File: config.mk
export PLATFORM = sky130hd
export DESIGN_NAME = rv_console_uart_flat
export DESIGN_NICKNAME = d
export VERILOG_FILES = /design/src/rtl/rv_console_uart_if.sv /design/src/rtl/rv_console_uart.sv /design/src/flat_wrapper.sv
export SDC_FILE = /design/constraint.sdc
export NUM_CORES = 1
export LEC_CHECK = 0
export ABC_AREA = 1
export BUFFER_PORTS_ARGS = -buffer_cell sky130_fd_sc_hd__buf_2
export CAP_MARGIN = 20
export CORE_UTILIZATION = 50
export CTS_BUF_LIST = sky130_fd_sc_hd__clkbuf_16
export DETAILED_ROUTE_END_ITERATION = 16
export PLACE_DENSITY = 0.85
export SLEW_MARGIN = 20
export SYNTH_ARGS = -nofsm -noshare
export SYNTH_HDL_FRONTEND = slang
export SYNTH_SLANG_ARGS = --single-unit
File: constraint.sdc
create_clock -name clk_i -period 7.8 [get_ports clk_i]
set_input_delay 1.17 -clock clk_i [delete_from_list [all_inputs] [get_ports clk_i]]
set_output_delay 1.17 -clock clk_i [all_outputs]
set_load 0.02 [all_outputs]
File: src/rtl/rv_console_uart_if.sv
// Data-memory port bundle between the rv_cpu load/store unit and the console UART.
interface rv_console_uart_if;
    logic [31:0] dm_addr_i;
    logic [31:0] dm_data_s_i;
    logic [3:0]  dm_data_select_i;
    logic        dm_write_i;
    logic [31:0] dm_data_l_o;
    logic        dm_valid_l_o;

    modport master (
        output dm_addr_i, dm_data_s_i, dm_data_select_i, dm_write_i,
        input  dm_data_l_o, dm_valid_l_o
    );

    modport slave (
        input  dm_addr_i, dm_data_s_i, dm_data_select_i, dm_write_i,
        output dm_data_l_o, dm_valid_l_o
    );
endinterface

File: src/rtl/rv_console_uart.sv
// Console UART on the rv_cpu data-memory port: byte stores to the TX register
// are queued in a small FIFO and sent as back-to-back 8N1 frames; a status word
// is readable at base+4 with one cycle of registered load latency.
module rv_console_uart #(
    parameter logic [31:0] g_base_addr  = 32'h00100000,
    parameter int          g_clk_div    = 16,
    parameter int          g_fifo_depth = 8
) (
    input  logic             clk_i,
    input  logic             rst_i,
    rv_console_uart_if.slave dm,
    output logic             txd_o,
    output logic             busy_o
);
    localparam int AW = $clog2(g_fifo_depth);
    localparam int CW = $clog2(g_clk_div);
    localparam logic [AW:0]   DEPTH    = (AW + 1)'(g_fifo_depth);
    localparam logic [CW-1:0] DIV_LAST = CW'(g_clk_div - 1);

    localparam logic [1:0] S_IDLE  = 2'd0;
    localparam logic [1:0] S_START = 2'd1;
    localparam logic [1:0] S_DATA  = 2'd2;
    localparam logic [1:0] S_STOP  = 2'd3;

    logic [7:0]    mem [g_fifo_depth];
    logic [AW-1:0] wr_ptr;
    logic [AW-1:0] rd_ptr;
    logic [AW:0]   count;
    logic [AW:0]   count_nxt;
    logic          overflow;

    logic [1:0]    state;
    logic [1:0]    state_nxt;
    logic [CW-1:0] div_cnt;
    logic [2:0]    bit_idx;
    logic [7:0]    shreg;

    logic        full;
    logic        empty;
    logic        push_req;
    logic        push;
    logic        pop;
    logic        ovf_clr;
    logic        status_rd;
    logic        bit_end;
    logic [8:0]  count_ext;
    logic [31:0] status;
    logic        unused_lanes;

    assign full      = (count == DEPTH);
    assign empty     = (count == '0);
    assign push_req  = dm.dm_write_i && (dm.dm_addr_i == g_base_addr) && dm.dm_data_select_i[0];
    assign push      = push_req && !full;
    assign ovf_clr   = dm.dm_write_i && (dm.dm_addr_i == g_base_addr + 32'd4);
    assign status_rd = !dm.dm_write_i && (dm.dm_addr_i == g_base_addr + 32'd4);
    assign bit_end   = (div_cnt == DIV_LAST);
    assign count_ext = 9'(count);
    assign status    = {16'h0000, count_ext[7:0], 4'h0, overflow, (state != S_IDLE), empty, full};
    assign count_nxt = count + (AW + 1)'(push) - (AW + 1)'(pop);

    // Only lane 0 of a TX store carries the byte; the rest of the store word is don't-care.
    assign unused_lanes = ^{dm.dm_data_s_i[31:8], dm.dm_data_select_i[3:1]};

    // Frame sequencing: pop from IDLE, or straight from the end of STOP so frames run back-to-back.
    always_comb begin
        state_nxt = state;
        pop       = 1'b0;
        case (state)
            S_IDLE: begin
                if (!empty) begin
                    state_nxt = S_START;
                    pop       = 1'b1;
                end
            end
            S_START: begin
                if (bit_end) state_nxt = S_DATA;
            end
            S_DATA: begin
                if (bit_end && (bit_idx == 3'd7)) state_nxt = S_STOP;
            end
            default: begin
                if (bit_end) begin
                    if (!empty) begin
                        state_nxt = S_START;
                        pop       = 1'b1;
                    end else begin
                        state_nxt = S_IDLE;
                    end
                end
            end
        endcase
    end

    // FIFO storage; contents need no reset because the pointers define validity.
    always_ff @(posedge clk_i) begin
        if (push) mem[wr_ptr] <= dm.dm_data_s_i[7:0];
    end

    // FIFO pointers, occupancy and the sticky overflow flag (full judged on the pre-edge count).
    always_ff @(posedge clk_i) begin
        if (rst_i) begin
            wr_ptr   <= '0;
            rd_ptr   <= '0;
            count    <= '0;
            overflow <= 1'b0;
        end else begin
            if (push) wr_ptr <= wr_ptr + AW'(1);
            if (pop)  rd_ptr <= rd_ptr + AW'(1);
            count <= count_nxt;
            if (push_req && full) overflow <= 1'b1;
            else if (ovf_clr)     overflow <= 1'b0;
        end
    end

    // Serialiser: start bit, eight data bits LSB first, stop bit, each g_clk_div cycles wide.
    always_ff @(posedge clk_i) begin
        if (rst_i) begin
            state   <= S_IDLE;
            div_cnt <= '0;
            bit_idx <= '0;
            shreg   <= '0;
            txd_o   <= 1'b1;
        end else begin
            state <= state_nxt;
            if (pop) begin
                shreg   <= mem[rd_ptr];
                div_cnt <= '0;
                txd_o   <= 1'b0;
            end else begin
                case (state)
                    S_IDLE: begin
                        div_cnt <= '0;
                    end
                    S_START: begin
                        if (bit_end) begin
                            div_cnt <= '0;
                            bit_idx <= '0;
                            txd_o   <= shreg[0];
                        end else begin
                            div_cnt <= div_cnt + CW'(1);
                        end
                    end
                    S_DATA: begin
                        if (bit_end) begin
                            div_cnt <= '0;
                            if (bit_idx == 3'd7) begin
                                txd_o <= 1'b1;
                            end else begin
                                bit_idx <= bit_idx + 3'd1;
                                shreg   <= {1'b0, shreg[7:1]};
                                txd_o   <= shreg[1];
                            end
                        end else begin
                            div_cnt <= div_cnt + CW'(1);
                        end
                    end
                    default: begin
                        if (bit_end) div_cnt <= '0;
                        else         div_cnt <= div_cnt + CW'(1);
                    end
                endcase
            end
        end
    end

    // Registered status load and busy flag; busy tracks the post-edge FIFO/FSM state.
    always_ff @(posedge clk_i) begin
        if (rst_i) begin
            dm.dm_data_l_o  <= '0;
            dm.dm_valid_l_o <= 1'b0;
            busy_o          <= 1'b0;
        end else begin
            busy_o <= (count_nxt != '0) || (state_nxt != S_IDLE);
            if (status_rd) begin
                dm.dm_data_l_o  <= status;
                dm.dm_valid_l_o <= 1'b1;
            end else begin
                dm.dm_data_l_o  <= '0;
                dm.dm_valid_l_o <= 1'b0;
            end
        end
    end
endmodule

File: src/flat_wrapper.sv
// flat-port wrapper written by rule: the top's interface ports become plain ports
module rv_console_uart_flat 
#(
    parameter logic [31:0] g_base_addr  = 32'h00100000,
    parameter int          g_clk_div    = 16,
    parameter int          g_fifo_depth = 8
)
  (clk_i, rst_i, txd_o, busy_o, dm_dm_addr_i, dm_dm_data_s_i, dm_dm_data_select_i, dm_dm_write_i, dm_dm_data_l_o, dm_dm_valid_l_o);
  rv_console_uart_if dm_i ();
  input  logic clk_i;
  input  logic rst_i;
  output logic txd_o;
  output logic busy_o;
  input wire logic [$bits(dm_i.dm_addr_i)-1:0] dm_dm_addr_i;
  input wire logic [$bits(dm_i.dm_data_s_i)-1:0] dm_dm_data_s_i;
  input wire logic [$bits(dm_i.dm_data_select_i)-1:0] dm_dm_data_select_i;
  input wire logic [$bits(dm_i.dm_write_i)-1:0] dm_dm_write_i;
  output wire logic [$bits(dm_i.dm_data_l_o)-1:0] dm_dm_data_l_o;
  output wire logic [$bits(dm_i.dm_valid_l_o)-1:0] dm_dm_valid_l_o;
  assign dm_i.dm_addr_i = dm_dm_addr_i;
  assign dm_i.dm_data_s_i = dm_dm_data_s_i;
  assign dm_i.dm_data_select_i = dm_dm_data_select_i;
  assign dm_i.dm_write_i = dm_dm_write_i;
  assign dm_dm_data_l_o = dm_i.dm_data_l_o;
  assign dm_dm_valid_l_o = dm_i.dm_valid_l_o;
  rv_console_uart #(.g_base_addr(g_base_addr), .g_clk_div(g_clk_div), .g_fifo_depth(g_fifo_depth)) u_core (.clk_i(clk_i), .rst_i(rst_i), .dm(dm_i), .txd_o(txd_o), .busy_o(busy_o));
endmodule
==> flow_metrics.tcl, run 1 <==
set metrics [dict create \
    holdPathEnd "u_core.dm.dm_data_l_o[3]" \
    gp_congestion 0.825 \
    synth_warnings 0 \
    finalHoldViolCount 0 \
    synth-seq-area-share 0.577 \
    wl_um 9740 \
    ir_drop_v 0.000178 \
    mostFrequentLayoutCell "nor2_1" \
    grt_pass1_wl_um 16000 \
    antenna_found_initial 0 \
    crit_path_end_kind "flip-flop" \
    status "finished, final reports clean" \
    drt.antenna.violating_nets 0 \
    required_ns 8.03 \
    hold_path_class "reg -> reg" \
    clock_latency_ns 0.36 \
    grt_max_degree 34 \
    synth_edf_count 64 \
    vias 3554 \
    max_clock_freq_ghz 0.327 \
    drt_first_pass_iters 5 \
    layout_common_cells "93 x nor2_1, 64 x edfxtp_1, 54 x o21ai_0, 54 x buf_2, 43 x inv_1" \
    crit_chain "inv_1 -> ha_1 -> nand2_1 -> nand2_1 -> nand2_4 -> clkinv_2 -> ha_1 -> inv_1 -> ha_1 -> inv_1 -> fa_1 -> xor2_1 -> nand3_1 -> nand2_1 -> nand4_1" \
    via_per_inst 5.29 \
    arrival_ns 3.29 \
    dp.final_hpwl_um 6340 \
    worst-setup-path-type "reg -> reg" \
    cts_setup_buffers 0 \
    insertedDiodeCount 0 \
    async_reset_ff_frac 0 \
    cts.path.max_buffers 2 \
    synth_cell_type_count 37 \
    cpMaxStageDelayCell "fa_1" \
    wl_per_cell_um 14.5 \
    worst_pin_slew_ns 0.985 \
    syn_avg_cell_area_um2 9.84 \
    root_buffer "clkbuf_16" \
    drc_errors 0 \
    fin_crit_sh 0.392 \
    htreeDepth 3 \
    p_seq_frac 0.441 \
    swShare 0.355 \
    syn_area_um2 4790 \
    fin_area_um2 5360 \
    boundaryPins 106 \
    fin_hold_ws_ns 0.432 \
    rsz0062_at_grt "no" \
    area_delta_synth_final_pct 11.8 \
    start_kind "flip-flop" \
    p_int_mw 1.00 \
    synth_top_cell_area_share 0.401 \
    globalRoute.totalOverflow 0 \
    synthCells 487 \
    power.leakage_nw 2.11 \
    yosysTopAreaCell "edfxtp_1" \
    port_buffers 54 \
    reg2reg_to "u_core.busy_o" \
    regToRegStartpoint "u_core.state[0]" \
    area.sequential_um2 2760 \
    r2r_setup_slack_ns 4.74 \
    ys_seq_elements 106 \
    filler_cell_count 770 \
    finalSetupTns_ns 0 \
    hp-start "u_core.overflow" \
    first_iter_violations 246 \
    path_max_fanout 19 \
    cts_resized 0 \
    clkPwrFrac 0.284 \
    die_height_um 99.9 \
    yosys_most_used_dff "edfxtp_1" \
    power.total_mw 1.55 \
    cts.hold.buffers_added 0 \
    holdPathStages 2 \
    layout_setup_ws_ns 4.74 \
    yosys-top-cells-area "edfxtp_1 40%, dfxtp_1 18%, nor2_1 7.3%" \
    cts.sinks 106 \
    fp.dieW_um 99.9 \
    drive_gt1_frac 0.173 \
    final_cells 672 \
    dp.cells 656 \
    period_needed_ns 3.06 \
    maxSlewHeadroom 0.341 \
    grt_pass1_vias 3498 \
    die-area_um2 9980 \
    multi_input_area_um2 1690 \
    core_um2 9240 \
    cts_tree "built" \
    p_per_area_nw_per_um2 289 \
    fin_skew_ns 0.0122 \
    p_switching_uw 550 \
    r2r_cells 15 \
    p_comb_frac 0.275 \
    grtUsageTotal 0.209 \
    maxCapViolCount 0 \
    post-route-util 0.580 \
    tritoncts.num_buffers 9 \
    rows 35 \
    place_ws_ns 4.42 \
    dpl_cell_area_um2 5060 \
    cts.clk_slew.worst_paths_ns 0.07 \
    slew_viol_final 0 \
    layout.nets 625 \
    initial_core_util 0.518 \
    setup_viol 0 \
    slowest_delay_ns 0.41 \
]
[worst max-delay path, delay by kind of cell (launching register included)]
kind	cells	cell delay (ns)
adders and majority gates	4	1.19
and+or+nand+nor	6	0.69
buffers and inverters	4	0.48
DFF	1	0.38
xor gates and xnor gates	1	0.21
[how the worst max path moves through the flow]
stage | slack (ns) | start | depth (start not counted) | endpoint
final | 4.74 | u_core.state[0] | 15 | u_core.busy_o
after global routing | 4.55 | u_core.state[0] | 15 | u_core.busy_o
after CTS | 4.79 | u_core.state[0] | 15 | u_core.busy_o
after detailed placement | 4.42 | dm_dm_addr_i[7] | 8 | u_core.mem[6][7]
after global placement | 4.52 | dm_dm_addr_i[8] | 13 | u_core.busy_o
after floorplan | 4.83 | dm_dm_addr_i[8] | 12 | u_core.busy_o
[power by group through the flow]
stage	sequential (mW)	combinational [mW]	clock, mW
floorplan	0.672	0.344	0
global placement	0.691	0.389	0
detailed placement	0.694	0.412	0
CTS	0.681	0.421	0.442
global route	0.689	0.476	0.465
finish	0.683	0.426	0.441
[Yosys cell counts, types with 5 or more instances]
cell / instances
a21oi_1: 15
buf_2: 5
buf_4: 24
clkbuf_1: 6
dfxtp_1: 42
edfxtp_1: 64
ha_1: 15
inv_1: 43
inv_2: 5
nand2_1: 40
nand2_2: 5
nand3_1: 23
nand4_1: 6
nor2_1: 93
o21ai_0: 54
o221ai_1: 15
[per-layer routing]
layer / vias up / share of wire / global-route usage
li1: 1715 / - / -
met1: 1667 / 0.40 / 0.250
met3: 20 / 0.072 / 0.0501
met5: - / 0 / 0
met2: 152 / 0.51 / 0.364
met4: 0 / 0.016 / 0.0792
[flip-flops by register name, indices dropped and copies added, names as in the netlist, named ones only]
name                    flops
u_core.bit_idx              3
u_core.busy_o               1
u_core.count                4
u_core.div_cnt              4
u_core.dm.dm_data_l_o       8
u_core.dm.dm_valid_l_o      1
u_core.mem                 64
u_core.overflow             1
u_core.rd_ptr               3
u_core.shreg                8
u_core.state                2
u_core.txd_o                1
u_core.wr_ptr               3
[final cells by class]
type / count / share of cell area
sequential: 106 / 0.516
multi-input combinational: 318 / 0.315
clock buffer: 9 / 0.0420
timing repair buffer: 54 / 0.0504
clock inverter: 7 / 0.0124
tap: 129 / 0.0301
inverter: 49 / 0.0346
[kinds of logic (layout without fill, tap and decap cells)]
group                      Yosys count  after routing  synth area share
DFF                                106            106             0.577
and+or+nand+nor                    184            184             0.174
other                                1             24          0.000783
buffers and inverters               86            119            0.0896
xor gates and xnor gates             4              4           0.00731
AOI/OAI and AO/OA                   90             90             0.108
adders and majority gates           16             16            0.0434
No activity file was read; power rests on OpenSTA's default activity.
==> run 2: changes to the inputs <==
Settings changed: ABC_AREA 1 to 0, CORE_UTILIZATION 50 to 48, PLACE_DENSITY 0.85 to 0.86.
Clock period 7.8 ns to 2.8 ns, I/O delays scaled along.
==> flow_metrics.tcl, run 2 <==
set metrics [dict create \
    antenna_found_initial 0 \
    p_per_area_nw_per_um2 823 \
    yosysTopAreaCell "edfxtp_1" \
    wl_per_cell_um 16.0 \
    initial_core_util 0.494 \
    grt_pass1_wl_um 12900 \
    worst-setup-path-type "reg -> reg" \
    synth_most_common_cell "edfxtp_1" \
    grt_pass1_vias 2853 \
    yosys_most_used_dff "edfxtp_1" \
    die_height_um 99.3 \
    finalHoldViolCount 0 \
    fin_hold_ws_ns 0.340 \
    mostFrequentLayoutCell "edfxtp_1" \
    vias 2743 \
    top_register "u_core.mem" \
    drc_errors 0 \
    setup_viol 0 \
    area.sequential_um2 2770 \
    ir_drop_v 0.000507 \
    syn_area_um2 4540 \
    top_regs "u_core.mem (64), u_core.dm.dm_data_l_o (8), u_core.shreg (8)" \
    core_um2 9200 \
    required_ns 3.01 \
    wl_um 8220 \
    ys_seq_elements 106 \
    path_max_fanout 5 \
    max_clock_freq_ghz 0.371 \
    slew_viol_final 0 \
    fin_crit_sh 0.963 \
    clock_latency_ns 0.34 \
    htreeDepth 3 \
    fin_skew_ns 0.00820 \
    async_reset_ff_frac 0 \
    start_kind "flip-flop" \
    drt_first_pass_iters 4 \
    first_iter_violations 97 \
    globalRoute.totalOverflow 0 \
    synth_cell_type_count 47 \
    synthCells 322 \
    yosys-top-cells-area "edfxtp_1 42%, dfxtp_1 19%, mux4_2 7.9%" \
    crit_path_end_kind "flip-flop" \
    power.leakage_nw 2.04 \
    period_needed_ns 2.70 \
    maxCapViolCount 0 \
    area_delta_synth_final_pct 16.9 \
    drive_gt1_frac 0.321 \
    cts.clk_slew.worst_paths_ns 0.07 \
    boundaryPins 106 \
    cts.sinks 106 \
    root_buffer "clkbuf_16" \
    multi_input_area_um2 1640 \
    dp.final_hpwl_um 5410 \
    layout.nets 484 \
    synth_commonest_cells "64 x edfxtp_1, 42 x dfxtp_1, 24 x buf_4, 22 x nor2_1, 17 x mux2i_1" \
    worst_pin_slew_ns 0.855 \
    place_ws_ns -0.110 \
    gp_congestion 0.825 \
    fp.dieW_um 99.3 \
    cts.path.max_buffers 2 \
    die-area_um2 9860 \
    grtUsageTotal 0.176 \
    rows 35 \
    synth_top_cell_area_share 0.423 \
    drt.antenna.violating_nets 0 \
    largest_reg_flops 64 \
    layout_common_cells "64 x edfxtp_1, 54 x buf_2, 40 x dfxtp_1, 24 x conb_1, 22 x nor2_1" \
    syn_avg_cell_area_um2 14.1 \
    grt_max_degree 24 \
    cts_tree "built" \
    insertedDiodeCount 0 \
    tritoncts.num_buffers 9 \
    synth-seq-area-share 0.608 \
    hold_path_class "in -> reg" \
    status "finished, final reports clean" \
    layout_setup_ws_ns 0.103 \
    filler_cell_count 696 \
    maxSlewHeadroom 0.429 \
    via_per_inst 5.35 \
    synth_edf_count 64 \
    synth_warnings 0 \
    port_buffers 54 \
    arrival_ns 2.91 \
]
==> run 2: cell types whose count changed after synthesis, moves of 6 or more <==
cell	before	now
nor2_1	93	22
o21ai_0	54	2
inv_1	43	11
nand2_1	40	11
mux2i_1	0	17
mux4_2	0	16
nand3_1	23	7
o221ai_1	15	0
a21oi_1	15	6
o22ai_1	0	8
and2_1	0	6
==> run 2: metal layers <==
layer / vias to the layer above / wire length [um] / track usage / share of wire
met2: 99 / 4570 / 0.335 / 0.56
met4: 0 / 150 / 0.0701 / 0.018
li1: 1296 / - / - / -
met3: 14 / 397 / 0.0548 / 0.048
met5: - / 0 / 0 / 0
met1: 1334 / 3110 / 0.178 / 0.38
==> run 2: worst paths after layout <==
kind	from	end	slack, ns	depth (start not counted)
min	dm_dm_data_s_i[2]	u_core.mem[0][2]	0.34	1
max reg2reg	u_core.state[0]	u_core.busy_o	0.10	11
min reg2reg	u_core.overflow	u_core.overflow	0.47	2
max	u_core.state[0]	u_core.busy_o	0.10	11
==> run 2: layout make-up <==
type | instances | area share
timing repair buffer | 75 | 0.0805
tap | 111 | 0.0261
clock buffer | 9 | 0.0424
clock inverter | 7 | 0.0122
sequential | 106 | 0.521
inverter | 11 | 0.00777
multi-input combinational | 194 | 0.309
==> run 2: logic make-up (layout without fill, tap and decap cells) <==
logic type | count (synthesis) | after routing | share of synthesized area
mux | 34 | 34 | 0.119
flops | 106 | 106 | 0.608
fa+ha+maj | 16 | 16 | 0.0457
xor+xnor | 7 | 7 | 0.0135
buf+inv | 45 | 102 | 0.0597
other cells | 1 | 24 | 0.000825
compound gates | 30 | 30 | 0.0438
simple gates | 83 | 83 | 0.109
==> run 2: stage by stage <==
stage | util | area, um^2 | power [mW] | instances | TNS [ns]
after floorplan | - | 4640 | 2.76 | 345 | 0
after global placement | 0.539 | 4950 | 3.01 | 494 | -0.0373
after detailed placement | 0.539 | 4950 | 3.08 | 494 | -0.110
after CTS | 0.570 | 5240 | 4.27 | 510 | 0
after global routing | 0.578 | 5310 | 4.61 | 513 | -0.0267
final | 0.578 | 5310 | 4.37 | 513 | 0
==> run 2: timing repair <==
action	4_1_cts	5_1_grt
hold buffers	0	0
setup endpoints to repair	1	1
resized for setup	1	14
endpoints found under the hold margin	0	0
buffers inserted	0	3
pin swaps	0	4
==> run 2: report_power, final <==
part / internal [mW] / switching [mW]
registers: 1.79 / 0.145
clock network: 0.623 / 0.570
logic: 0.649 / 0.595
total: 3.06 / 1.31
==> run 2: critical path: stages, from the launching register on <==
cell and delay, ns:
dfxtp_4 0.38, ha_2 0.20, nand4_1 0.16, a21oi_4 0.20, ha_1 0.24, inv_1 0.06
ha_2 0.17, inv_1 0.06, fa_2 0.35, xor2_1 0.20, a31oi_1 0.12, or4_1 0.42
==> run 3: changes to the inputs <==
Settings changed: ABC_AREA 0 to 1, CORE_UTILIZATION 48 to 49, PLACE_DENSITY 0.86 to 0.87.
==> flow_metrics.tcl, run 3 (same netlist as run 1, synthesis figures left out) <==
set metrics [dict create \
    status "finished, final reports clean" \
    fin_skew_ns 0.00891 \
    worst_pin_slew_ns 0.645 \
    wl_per_cell_um 14.0 \
    swShare 0.344 \
    path_max_fanout 4 \
    die-area_um2 10200 \
    globalRoute.totalOverflow 0 \
    filler_cell_count 753 \
    crit_path_end_kind "flip-flop" \
    finalHoldViolCount 0 \
    grtUsageTotal 0.200 \
    arrival_ns 2.82 \
    antenna_found_initial 0 \
    start_kind "flip-flop" \
    worst-setup-path-type "reg -> reg" \
    cts.clk_slew.worst_paths_ns 0.07 \
    grt_pass1_vias 3540 \
    max_clock_freq_ghz 0.384 \
    htreeDepth 3 \
    p_per_area_nw_per_um2 815 \
    regToRegStartpoint "u_core.count[2]" \
    grt_max_degree 33 \
    port_buffers 54 \
    die_height_um 101 \
    hold_path_class "in -> reg" \
    cts.path.max_buffers 2 \
    cts.sinks 106 \
    dp.final_hpwl_um 6330 \
    wl_um 9590 \
    top_register "u_core.mem" \
    via_per_inst 5.20 \
    root_buffer "clkbuf_16" \
    rows 35 \
    reg2reg_to "u_core.busy_o" \
    p_seq_frac 0.417 \
    largest_reg_flops 64 \
    core_um2 9370 \
    grt_pass1_wl_um 15300 \
    p_switching_mw 1.53 \
    holdPathStages 1 \
    finalSetupTns_ns 0 \
    fin_crit_sh 0.930 \
    initial_core_util 0.511 \
    required_ns 3.02 \
    area_delta_synth_final_pct 14.2 \
    insertedDiodeCount 0 \
    drive_gt1_frac 0.198 \
    fp.dieW_um 101 \
    clkPwrFrac 0.286 \
    slew_viol_final 0 \
    setup_viol 0 \
    gp_congestion 0.817 \
    top_regs "u_core.mem (64), u_core.dm.dm_data_l_o (8), u_core.shreg (8)" \
    p_comb_frac 0.297 \
    r2r_cells 16 \
    first_iter_violations 240 \
    boundaryPins 106 \
    maxCapViolCount 0 \
    ir_drop_v 0.000602 \
    mostFrequentLayoutCell "nor2_1" \
    vias 3559 \
    layout_common_cells "93 x nor2_1, 64 x edfxtp_1, 54 x o21ai_0, 54 x buf_2, 42 x inv_1" \
    p_int_mw 2.93 \
    maxSlewHeadroom 0.570 \
    endpoint "u_core.busy_o" \
    cts_setup_buffers 0 \
    cts_tree "built" \
    rsz0062_at_grt "no" \
    layout.nets 637 \
    power.total_mw 4.46 \
    tritoncts.num_buffers 9 \
    drt.antenna.violating_nets 0 \
    startpoint "u_core.count[2]" \
    power.leakage_nw 2.19 \
    r2r_setup_slack_ns 0.20 \
    clock_latency_ns 0.34 \
    period_needed_ns 2.60 \
    drt_first_pass_iters 5 \
    drc_errors 0 \
]
run 3: cell types whose count changed in the layout (fill, tap and decap cells not counted), moves of 15 or more:
cell / delta
o221ai_1: +15
mux2i_1: -17
nand2_1: +29
inv_1: +33
nor2_1: +71
mux4_2: -16
o21ai_0: +52
nand3_1: +16
run 3: layer usage:
layer / vias up / routed length [um] / track usage
li1: 1737 / - / -
met1: 1608 / 3650 / 0.211
met2: 175 / 4750 / 0.352
met3: 39 / 800 / 0.0610
met4: 0 / 391 / 0.118
met5: - / 0 / 0
run 3: how the worst min path moves through the flow:
stage,from,to,slack [ns]
finish,dm_dm_data_s_i[7],u_core.mem[1][7],0.34
global route,dm_dm_data_s_i[4],u_core.mem[2][4],0.34
CTS,dm_dm_data_s_i[4],u_core.mem[1][4],0.33
detailed placement,u_core.overflow,u_core.dm.dm_data_l_o[3],0.42
global placement,u_core.overflow,u_core.dm.dm_data_l_o[3],0.42
floorplan,u_core.overflow,u_core.dm.dm_data_l_o[3],0.41
run 3: cell type report:
cell class              count  area, um^2  share of cell area
clock buffers               9         225              0.0412
clock inverters             7        80.1              0.0146
inverters                  49         185              0.0338
multi-input cells         318        1700               0.310
flip-flops and latches    106        2770               0.505
well taps                 129         161              0.0295
repair buffers             66         360              0.0658
run 3: worst max-delay path, stage by stage, from the launching register on:
cell and delay [ns]:
dfxtp_1 0.32, inv_2 0.08, ha_1 0.16, nand3_2 0.12
nand2_1 0.08, nand2_1 0.10, nand2_4 0.09, clkinv_2 0.05
ha_1 0.28, inv_1 0.06, ha_1 0.19, inv_1 0.08
fa_2 0.39, xor2_2 0.17, nand3_1 0.10, nand2_1 0.08
nand4_1 0.11
run 3: stage by stage:
step	setup WS, ns	hold slack, ns	utilization	area [um^2]	cells
2_1_floorplan	0.243	0.408	-	4880	510
3_5_place_dp	0.182	0.424	0.550	5150	668
5_1_grt	0.0206	0.336	0.584	5470	684
4_1_cts	0.0979	0.333	0.583	5460	684
3_3_place_gp	0.259	0.420	0.550	5150	668
6_report	0.196	0.339	0.584	5470	684
run 3: timing repair:
item,4_1_cts,5_1_grt
resized for setup,0,5
endpoints found under the setup margin,0,1
hold buffers,0,0
run 3: power by group through the flow:
stage	clock (mW)	combinational [mW]	sequential [mW]
6_report	1.27	1.33	1.86
5_1_grt	1.34	1.49	1.88
4_1_cts	1.28	1.28	1.86
3_5_place_dp	0	1.24	1.89
3_3_place_gp	0	1.17	1.88
2_1_floorplan	0	0.958	1.87
